`config.mk`:
```
export PLATFORM = sky130hd
export DESIGN_NAME = rf_write_arbiter
export DESIGN_NICKNAME = d
export VERILOG_FILES = /design/src/rtl/rf_write_arbiter.sv
export SDC_FILE = /design/constraint.sdc
export NUM_CORES = 1
export LEC_CHECK = 0
export ABC_AREA = 1
export CAP_MARGIN = 40
export CORE_MARGIN = 4
export CORE_UTILIZATION = 32
export DETAILED_ROUTE_END_ITERATION = 16
export SYNTH_ARGS = -nofsm -noshare
export SYNTH_HDL_FRONTEND = slang
export SYNTH_SLANG_ARGS = --single-unit
```
`constraint.sdc`:
```
create_clock -name clk -period 2 [get_ports clk]
set_input_delay 0.4 -clock clk [delete_from_list [all_inputs] [get_ports clk]]
set_output_delay 0.4 -clock clk [all_outputs]
set_load 0.005 [all_outputs]
```
`src/rtl/rf_write_arbiter.sv`:
```
// rf_write_arbiter
//
// Shares the register file's single write port between two writeback
// requesters: the ALU result (A) and the memory load (M). Grants are
// round-robin under contention. The accepted request is registered onto
// the write port one cycle later. A per-register busy scoreboard lets the
// issue logic stall on writes that are still pending.
//
// Optional feature, enabled by defining RF_WRITE_BYPASS_EN:
//   - adds fwd_valid / fwd_addr / fwd_data, mirroring the write port so
//     readers can forward the value being written this cycle;
//   - busy[i] reads 0 while register i is being written, unless it is
//     being re-reserved in the same cycle.
// With the macro undefined, busy reflects registered state only.

module rf_write_arbiter #(
  parameter int NUM_REGS = 4,
  parameter int DATA_W   = 16,
  parameter int ADDR_W   = 3
) (
  input  logic                   clk,
  input  logic                   rst,

  input  logic                   a_valid,
  output logic                   a_ready,
  input  logic [ADDR_W-1:0]      a_addr,
  input  logic [DATA_W-1:0]      a_data,

  input  logic                   m_valid,
  output logic                   m_ready,
  input  logic [ADDR_W-1:0]      m_addr,
  input  logic [DATA_W-1:0]      m_data,

  input  logic                   rsv_valid,
  input  logic [ADDR_W-1:0]      rsv_addr,
  output logic [(2**ADDR_W)-1:0] busy,

  output logic                   rf_write,
  output logic [ADDR_W-1:0]      rf_wr_addr,
  output logic [DATA_W-1:0]      rf_wr_data,

  output logic                   addr_err,
  output logic                   rsv_err
`ifdef RF_WRITE_BYPASS_EN
  ,
  output logic                   fwd_valid,
  output logic [ADDR_W-1:0]      fwd_addr,
  output logic [DATA_W-1:0]      fwd_data
`endif
);

  // One scoreboard bit per encodable address, implemented or not, so an
  // out-of-range write can still clear whatever was reserved there.
  localparam int NREG_ALL = 2**ADDR_W;

  // Round-robin turn: who wins the next contended cycle.
  localparam logic TURN_A = 1'b0;
  localparam logic TURN_M = 1'b1;

  // Address limit, sized one bit wider than the address so NUM_REGS == 2**ADDR_W fits.
  localparam logic [ADDR_W:0] REG_LIMIT = NUM_REGS[ADDR_W:0];

  logic                turn_q;

  logic                a_grant;
  logic                m_grant;
  logic                accept;
  logic [ADDR_W-1:0]   sel_addr;
  logic [DATA_W-1:0]   sel_data;
  logic                sel_in_range;

  // Address of the write accepted last cycle; its busy bit clears at the
  // end of the cycle in which it is presented on the port.
  logic                pend_q;
  logic [ADDR_W-1:0]   pend_addr_q;

  logic [NREG_ALL-1:0] busy_q;
  logic [NREG_ALL-1:0] set_mask;
  logic [NREG_ALL-1:0] clr_mask;
  logic [NREG_ALL-1:0] busy_next;

  // Grant: a lone requester always wins, contention is settled by the turn.
  always_comb begin
    a_grant = 1'b0;
    m_grant = 1'b0;
    if (a_valid && m_valid) begin
      if (turn_q == TURN_A) begin
        a_grant = 1'b1;
      end else begin
        m_grant = 1'b1;
      end
    end else if (a_valid) begin
      a_grant = 1'b1;
    end else if (m_valid) begin
      m_grant = 1'b1;
    end
  end

  assign a_ready = a_grant;
  assign m_ready = m_grant;
  assign accept  = a_grant | m_grant;

  // Mux the winning request and classify its address.
  always_comb begin
    sel_addr = a_addr;
    sel_data = a_data;
    if (m_grant) begin
      sel_addr = m_addr;
      sel_data = m_data;
    end
    sel_in_range = ({1'b0, sel_addr} < REG_LIMIT);
  end

  // Turn advances only when both requested, so a lone requester never
  // steals the other's next contended slot.
  always_ff @(posedge clk or posedge rst) begin
    if (rst) begin
      turn_q <= TURN_A;
    end else if (a_valid && m_valid) begin
      turn_q <= (turn_q == TURN_A) ? TURN_M : TURN_A;
    end
  end

  // Write port register: one-cycle accept latency; address/data hold when idle
  // and when the accepted address was out of range.
  always_ff @(posedge clk or posedge rst) begin
    if (rst) begin
      rf_write   <= 1'b0;
      rf_wr_addr <= '0;
      rf_wr_data <= '0;
      addr_err   <= 1'b0;
    end else begin
      rf_write <= accept && sel_in_range;
      addr_err <= accept && !sel_in_range;
      if (accept && sel_in_range) begin
        rf_wr_addr <= sel_addr;
        rf_wr_data <= sel_data;
      end
    end
  end

  // Track the accepted address separately from the port so out-of-range
  // writes still retire their scoreboard bit.
  always_ff @(posedge clk or posedge rst) begin
    if (rst) begin
      pend_q      <= 1'b0;
      pend_addr_q <= '0;
    end else begin
      pend_q <= accept;
      if (accept) begin
        pend_addr_q <= sel_addr;
      end
    end
  end

  // Scoreboard set/clear masks; set is applied after clear so it wins.
  always_comb begin
    set_mask = '0;
    clr_mask = '0;
    for (int i = 0; i < NREG_ALL; i++) begin
      set_mask[i] = rsv_valid && (rsv_addr == i[ADDR_W-1:0]);
      clr_mask[i] = pend_q && (pend_addr_q == i[ADDR_W-1:0]);
    end
    busy_next = (busy_q & ~clr_mask) | set_mask;
  end

  // Scoreboard state.
  always_ff @(posedge clk or posedge rst) begin
    if (rst) begin
      busy_q <= '0;
    end else begin
      busy_q <= busy_next;
    end
  end

  // Double reservation is flagged against the registered scoreboard; there
  // is no pending count, so the bit simply stays set.
  always_ff @(posedge clk or posedge rst) begin
    if (rst) begin
      rsv_err <= 1'b0;
    end else begin
      rsv_err <= rsv_valid && busy_q[rsv_addr];
    end
  end

`ifdef RF_WRITE_BYPASS_EN
  logic [NREG_ALL-1:0] wr_mask;

  // Mask the bit being written this cycle unless it is being re-reserved.
  always_comb begin
    wr_mask = '0;
    for (int i = 0; i < NREG_ALL; i++) begin
      wr_mask[i] = rf_write && (rf_wr_addr == i[ADDR_W-1:0]);
    end
  end

  assign busy      = busy_q & ~(wr_mask & ~set_mask);
  assign fwd_valid = rf_write;
  assign fwd_addr  = rf_wr_addr;
  assign fwd_data  = rf_wr_data;
`else
  assign busy = busy_q;
`endif

endmodule

```
### Word-level counts from Yosys, hierarchy flattened

Cells that the tools add are included.

| storage, ports and cells | value |
|---|---|
| bits in registers | 35 |
| output and inout port bits | 32 |
| logic and storage cells | 63 |

| cells by class | value |
|---|---|
| magnitude comparators | 2 |
| equality and inequality tests | 14 |
| mux-type cells | 11 |
| bitwise operators | 4 |
| reduce and logical (&&, ||, !) cells | 23 |

Operators with widths:

| operator | count |
|---|---|
| $eq A3 B3 Y1 const B | 8 |
| $logic_and A1 B1 Y1 | 20 |
| $mux W16 | 1 |
| $eq A3 B2 Y1 const B | 4 |
| $and A8 B8 Y8 | 1 |
| $mux W1 | 8 |
| $not A8 Y8 | 1 |
| $or A8 B8 Y8 | 1 |
| $eq A3 B1 Y1 const B | 2 |
| $logic_not A3 Y1 | 2 |
| $lt A3 B4 Y1 const B | 1 |
| $bmux W1 S3 | 1 |
| $lt A3 B3 Y1 const B | 1 |
| $mux W3 | 1 |
| $logic_not A1 Y1 | 1 |
| $or A1 B1 Y1 | 1 |

### Logic depth before layout (Yosys ltp)

Gate-level depths: netlist (run 1).

| logic depth | value |
|---|---|
| depth in word-level cells | 7 |
| depth in mapped cells | 8 |
| gate-level depth less buffers | 6 |

### Worst setup path after synthesis (run 1)

Ideal clock, no wire load.

| path | value |
|---|---|
| kind | input to output |
| start | input port m_valid |
| end | output port a_ready |
| data arrival time | 0.857 ns |
| data required time | 1.600 ns |
| path slack | 0.743 ns |
| stages on the path | 3 |
| path buffers | 2 |
| cells stage by stage | buf_2 > buf_4 > a21oi_1 |

| on the way | value |
|---|---|
| longest elaborated chain between the ends | 2 |

RTL lines:

| element | line | RTL |
|---|---|---|
| start, declared | 29 | `input logic m_valid,` |
| $logic_and A1 B1 Y1 | 86 | `if (a_valid && m_valid) begin` |
| $mux W1 | 86 |  |
| end, declared | 25 | `output logic a_ready,` |

Every way passes these cells.

### Worst setup path in the final report (run 1)

| path | value |
|---|---|
| start | register turn_q |
| end | output port m_ready |

| on the way | value |
|---|---|
| longest elaborated chain between the ends | 2 |

RTL lines:

| element | line | RTL |
|---|---|---|
| start, declared | 63 | `logic turn_q;` |
| start signal, assigned | 120 | `turn_q <= (turn_q == TURN_A) ? TURN_M : TURN_A;` |
| $mux W1 | 87 | `if (turn_q == TURN_A) begin` |
| $mux W1 | 86 |  |
| end, declared | 30 | `output logic m_ready,` |

Every way passes these cells.

==> flow_summary.ini, run 1 <==
[power]
ir_drop_mv = 0.378
pwr-share-seq_pct = 43.3
power_density_nw_per_um2 = 796
pwr-share-clk_pct = 24.4
power.total_w = 0.00217
power_frac_comb_pct = 32.3
leakage_nw = 1.34
switching_share_pct = 30.6
intPower_w = 0.00151
power_switching_w = 0.000665

[clock_network]
clock_latency_ns = 0.29
cts_buffers = 5
cts_tree = yes
cts_buffer_depth = 2
ctsHtreeMaxLevel = 2
ctsHoldBuffers = 0
root_buffer = clkbuf_8
clk_pin_slew_worst_paths_ns = 0.08
cts.sinks = 35
cts_setup_buffers = 0

[timing]
final_hold_viol_count = 0
setup_ws_ns = 0.152
skew_ns = 0.00596
layout_min_cycle_time_ns = 1.85
fin_crit_sh_pct = 92.4
drv_slew = 0
rsz0062_at_grt = false
tightest_slew_ns = 0.445
max_slew_margin_pct = 70.3
setup_viol = 0
timing.fmax_mhz = 541

[finish]
num_antenna_cells = 0
finalNetCount = 362
final_common_cell = nand2_1
drive_gt1_share_pct = 8.83
final_cell_mix = nand2_1, clkdlybuf4s50_1, nand3_1, dfrtp_1, o21ai_0
stdcell_count = 389
area_growth_pct = 50.7
stdcell_area_um2 = 2730

[detailed_routing]
routedWlPerCell_um = 12.4
vias = 1731
dr.pass1.iters = 4
drt_iter0_markers = 97
routed_wl_um = 4820
route.detailed.drc = 0
vias_per_cell = 4.45
final_antenna_net_count = 0

[critical_path]
end_kind = primary output
worstReg2RegEnd = rf_wr_data[11]
r2r_setup_slack_ns = 0.72
r2r_start = turn_q
path_class = flip-flop to primary output
cp_max_fo = 4
crit_arrival_ns = 1.45
timing.critical_path.from_type = flip-flop
ff2ff_path_depth = 6
cp.required_ns = 1.60

[logic_synthesis]
ys_warn_count = 0
syn_area_per_cell_um2 = 7.70
netlist_area_um2 = 1810
synth_area_leaders = dfrtp_1, nand2_1, nand3_1, o21ai_0, buf_6
netlist_instances = 235
ys_ff_latch = 35
syn-num-nets = 281
synth_cell_types = 19
ys_seq_area_share_pct = 48.4
synth_top_cell_by_area = dfrtp_1
yosysTopAreaCellShare_pct = 48.4

[global_routing]
grt_pass1_wl_um = 8450
grt_use_total_pct = 14.9
grt_start_max_net_pins = 36
overflow = 0
grt_antenna_before_repair = 0
grt_pass1_vias = 1812

[floorplan]
die_area_um2 = 6930
io_pins = 78
start_util_pct = 32.9
core_um2 = 5510
die_w_um = 83.2
die_h_um = 83.2
row_count = 27

[flow_run]
cap_violations = 0

[worst_hold_path]
min_to = rf_wr_data[5]
hold-path-cell-count = 2
worstHoldStart = rf_wr_data[5]
holdCritPathClass = flip-flop to flip-flop

[place]
place_hpwl_um = 3560
place_inst = 381
routabilityCongestion = 0.824
portBuffers = 77
dp_worst_setup_slack_ns = -0.0302
placed_cell_area_um2 = 2640

[status]
outcome = finished, final reports clean
## state kept, by name, indices dropped and copies added, names as in the netlist
name         flops
addr_err         1
busy             8
pend_addr_q      3
pend_q           1
rf_wr_addr       3
rf_wr_data      16
rf_write         1
rsv_err          1
turn_q           1
## cell type report
type,instances,area [um2]
clock buffers,5,68.8
inverters,17,63.8
well taps,72,90.1
clock inverters,3,23.8
flip-flops and latches,35,876
multi-input cells,171,769
fillers,569,2780
repair buffers,86,836
## Yosys cell counts
library cell and instances:
nand2_1 93, nand3_1 42, dfrtp_1 35, o21ai_0 20, inv_1 14, buf_6 6
nor2_1 6, buf_2 3, inv_2 3, buf_4 2, nand2_2 2, nand2_4 2
a21oi_1 1, a21oi_2 1, clkbuf_1 1, nand3_4 1, nand4_1 1, nor2_2 1
o21ai_2 1
## metal layers
metal / wire length [um] / vias up / track usage (%)
li1: - / 913 / -
met1: 2080 / 765 / 16.9
met2: 2300 / 49 / 25.7
met3: 393 / 4 / 6.05
met4: 40 / 0 / 4.01
met5: 0 / - / 0
## metrics by stage
stage	hold slack (ns)	TNS [ns]	utilization, %
2_1_floorplan	0.459	0	-
3_3_place_gp	0.454	-0.00398	47.9
3_5_place_dp	0.469	-0.0302	47.9
4_1_cts	0.490	0	49.5
5_1_grt	0.504	0	49.5
6_report	0.482	0	49.5
## how the worst max path moves through the flow
stage               slack, ns  endpoint  startpoint  cells past startpoint
floorplan                0.74   a_ready     m_valid                      3
global placement       -0.004   m_ready     m_valid                      4
detailed placement      -0.03   m_ready     m_valid                      4
CTS                      0.14   m_ready      turn_q                      3
global route             0.07   m_ready      turn_q                      3
finish                   0.15   m_ready      turn_q                      3
## kinds of logic after synthesis
| logic type | Yosys count | synth area share (%) |
|---|---|---|
| flip-flops | 35 | 48.4 |
| buffers and inverters | 29 | 9.12 |
| AO/OA/AOI/OAI | 23 | 6.77 |
| AND/OR/NAND/NOR | 148 | 35.7 |
## critical path, stage by stage, from the launching register on
cell	delay, ns
dfrtp_1	0.41
inv_1	0.08
a21oi_2	0.15
clkdlybuf4s50_1	0.52
## power by group through the flow
| stage | clock network (W) | logic [W] | registers, W |
|---|---|---|---|
| after CTS | 0.000551 | 0.000715 | 0.000941 |
| after global placement | 0 | 0.000707 | 0.000953 |
| after global routing | 0.000583 | 0.000787 | 0.000962 |
| after floorplan | 0 | 0.000288 | 0.000950 |
| final | 0.000529 | 0.000701 | 0.000940 |
| after detailed placement | 0 | 0.000713 | 0.000952 |
## repair_timing
item,4_1_cts,5_1_grt
endpoints found under the hold margin,0,0
resized for setup,2,0
endpoints found under the setup margin,2,0
(Power assumes the default switching activity.)
==> run 2, diff against run 1 <==
--- a/config.mk
+++ b/config.mk
@@ -5,11 +5,11 @@
 export SDC_FILE = /design/constraint.sdc
 export NUM_CORES = 1
 export LEC_CHECK = 0
-export ABC_AREA = 1
 export CAP_MARGIN = 40
 export CORE_MARGIN = 4
-export CORE_UTILIZATION = 32
+export CORE_UTILIZATION = 43
 export DETAILED_ROUTE_END_ITERATION = 16
+export PLACE_DENSITY = 0.84
 export SYNTH_ARGS = -nofsm -noshare
 export SYNTH_HDL_FRONTEND = slang
 export SYNTH_SLANG_ARGS = --single-unit
==> flow_summary.ini, run 2 <==
[status]
outcome = finished, final reports clean

[detailed_routing]
dr.pass1.iters = 4
routed_wl_um = 4050
drt_iter0_markers = 60
route.detailed.drc = 0
vias = 1404
routedWlPerCell_um = 14.5
final_antenna_net_count = 0
vias_per_cell = 5.01

[logic_synthesis]
ys_seq_area_share_pct = 54.7
ys_ff_latch = 35
async_flop_share_pct = 100
netlist_instances = 150
netlist_area_um2 = 1600
synth_cell_types = 20
synth.top_cells.by_count = dfrtp_1, nor2_1, a21oi_1, mux2i_1, o21ai_0
syn-num-nets = 196
synth-edff-count = 0
yosysTopAreaCellShare_pct = 54.7
syn_area_per_cell_um2 = 10.7
synth_area_leaders = dfrtp_1, mux2i_1, a21oi_1, nor2_1, o21ai_0
ys_warn_count = 0
synth_top_cell_by_area = dfrtp_1
synthMostInstantiatedCell = dfrtp_1
synth_top_flop_cell = dfrtp_1

[global_routing]
overflow = 0
grt_start_max_net_pins = 40
grt_use_total_pct = 17.3
grt_pass1_vias = 1355
grt_antenna_before_repair = 0
grt_pass1_wl_um = 6520

[critical_path]
timing.critical_path.from_type = input port
worst-path-stages = 3
end_kind = primary output
crit_top_cell = clkdlybuf4s50_1
path_class = input port to primary output
cp_slowest_cell = clkdlybuf4s50_1
ff2ff_path_depth = 5
crit_arrival_ns = 1.54
cp.required_ns = 1.60
cp_num_buf_inv = 2
cpPeakStageDelay_ns = 0.51
path_delay_family = buffers and inverters
cp_max_fo = 3
crit_chain = clkdlybuf4s50_1, a21boi_2, clkdlybuf4s50_1

[clock_network]
clock_latency_ns = 0.28
cts_resized = 1
ctsHoldBuffers = 0
cts_tree = yes
clk_pin_slew_worst_paths_ns = 0.07
root_buffer = clkbuf_8
cts_buffer_depth = 2
ctsHtreeMaxLevel = 2
cts.sinks = 35
cts_setup_buffers = 0
cts_buffers = 5

[worst_hold_path]
hold-path-cell-count = 2
holdCritPathClass = flip-flop to flip-flop

[timing]
tightest_slew_ns = 0.436
fin_hold_ws_ns = 0.514
tns_ns = 0
timing.fmax_mhz = 517
final_hold_viol_count = 0
fin_crit_sh_pct = 96.8
setup_viol = 0
drv_slew = 0
layout_min_cycle_time_ns = 1.94
skew_ns = 0.00325
rsz0062_at_grt = false
max_slew_margin_pct = 71.0

[floorplan]
start_util_pct = 46.1
io_pins = 78
die_w_um = 69.0
row_count = 21
core_um2 = 3470
die_area_um2 = 4760
die_h_um = 69.0

[power]
power_density_nw_per_um2 = 1070
ir_drop_mv = 0.549
leakage_nw = 1.10
power.total_w = 0.00269

[place]
portBuffers = 77
placed_cell_area_um2 = 2430
place_inst = 272
place_hpwl_um = 3030
routabilityCongestion = 0.781

[finish]
final_cell_mix = clkdlybuf4s50_1, dfrtp_1, nor2_1, mux2i_1, a21oi_1
area_growth_pct = 56.9
drive_gt1_share_pct = 7.69
regMostFlops = rf_wr_data
num_antenna_cells = 0
final_common_cell = clkdlybuf4s50_1
finalNetCount = 279
largest_reg_flops = 16
stdcell_area_um2 = 2510
stdcell_count = 280
nFillCells = 280

[flow_run]
cap_violations = 0
-- run 2: kinds of logic (layout without fill, tap and decap cells) --
kind of cell    after synthesis  after routing  share of synthesized area, %
flops                        35             35                          54.7
simple gates                 39             39                          10.6
mux                          22             22                          15.3
compound gates               40             40                          13.9
xor+xnor                      1              1                         0.547
buf+inv                      13             97                          4.85
-- run 2: through the flow --
step / setup slack, ns / util, %
6_report: 0.0646 / 72.4
5_1_grt: 0.00826 / 72.4
4_1_cts: 0.0562 / 72.4
3_5_place_dp: -0.0298 / 70.1
3_3_place_gp: 0.00284 / 70.1
2_1_floorplan: 0.664 / -
-- run 2: layout make-up --
type,count,area (um2),share of cell area [%]
Timing Repair Buffer,83,827,32.9
Inverter,6,22.5,0.897
Tap cell,46,57.6,2.29
Sequential cell,35,876,34.9
Multi-Input combinational cell,102,647,25.8
Clock buffer,7,76.3,3.04
Clock inverter,1,5.00,0.199
-- run 2: metal layers --
| metal | wire [um] | track usage (%) | share of wire [%] | vias up |
|---|---|---|---|---|
| met5 | 0 | 0 | 0 | - |
| met4 | 64 | 6.51 | 1.6 | 0 |
| met3 | 531 | 10.5 | 13 | 4 |
| met2 | 1860 | 27.4 | 46 | 73 |
| met1 | 1600 | 18.8 | 39 | 641 |
| li1 | - | - | - | 686 |
-- run 2: worst paths after layout --
path | startpoint | to | slack (ns)
max in group asynchronous | rst | rf_wr_data[4] | 1.17
hold / removal | pend_addr_q[2] | pend_addr_q[2] | 0.51
min in group asynchronous | rst | rf_wr_data[3] | 0.52
setup / recovery | m_valid | a_ready | 0.06
setup reg to reg | turn_q | rf_wr_data[6] | 0.48
hold reg to reg | pend_addr_q[2] | pend_addr_q[2] | 0.51
-- run 2: worst reg2reg max path, delay by kind of cell (launching register included) --
kind                   cells  cell delay (ns)
AOI/OAI and AO/OA          1             0.11
buffers and inverters      1             0.32
DFF                        1             0.42
muxes                      1             0.27
and+or+nand+nor            2             0.27
-- run 2: report_power, final --
| part | switching (W) | internal [W] | leakage, nW | total (W) |
|---|---|---|---|---|
| registers | 0.000169 | 0.000953 | 0.400 | 0.00112 |
| logic | 0.000404 | 0.000684 | 0.655 | 0.00109 |
| clock network | 0.000233 | 0.000244 | 0.0422 | 0.000477 |
==> run 3, diff against run 2 <==
--- a/config.mk
+++ b/config.mk
@@ -10,6 +10,7 @@
 export CORE_UTILIZATION = 43
 export DETAILED_ROUTE_END_ITERATION = 16
 export PLACE_DENSITY = 0.84
+export SLEW_MARGIN = 20
 export SYNTH_ARGS = -nofsm -noshare
 export SYNTH_HDL_FRONTEND = slang
 export SYNTH_SLANG_ARGS = --single-unit
==> results of run 3 <==
Final layout, timing and power as in run 2 (identical DEF).
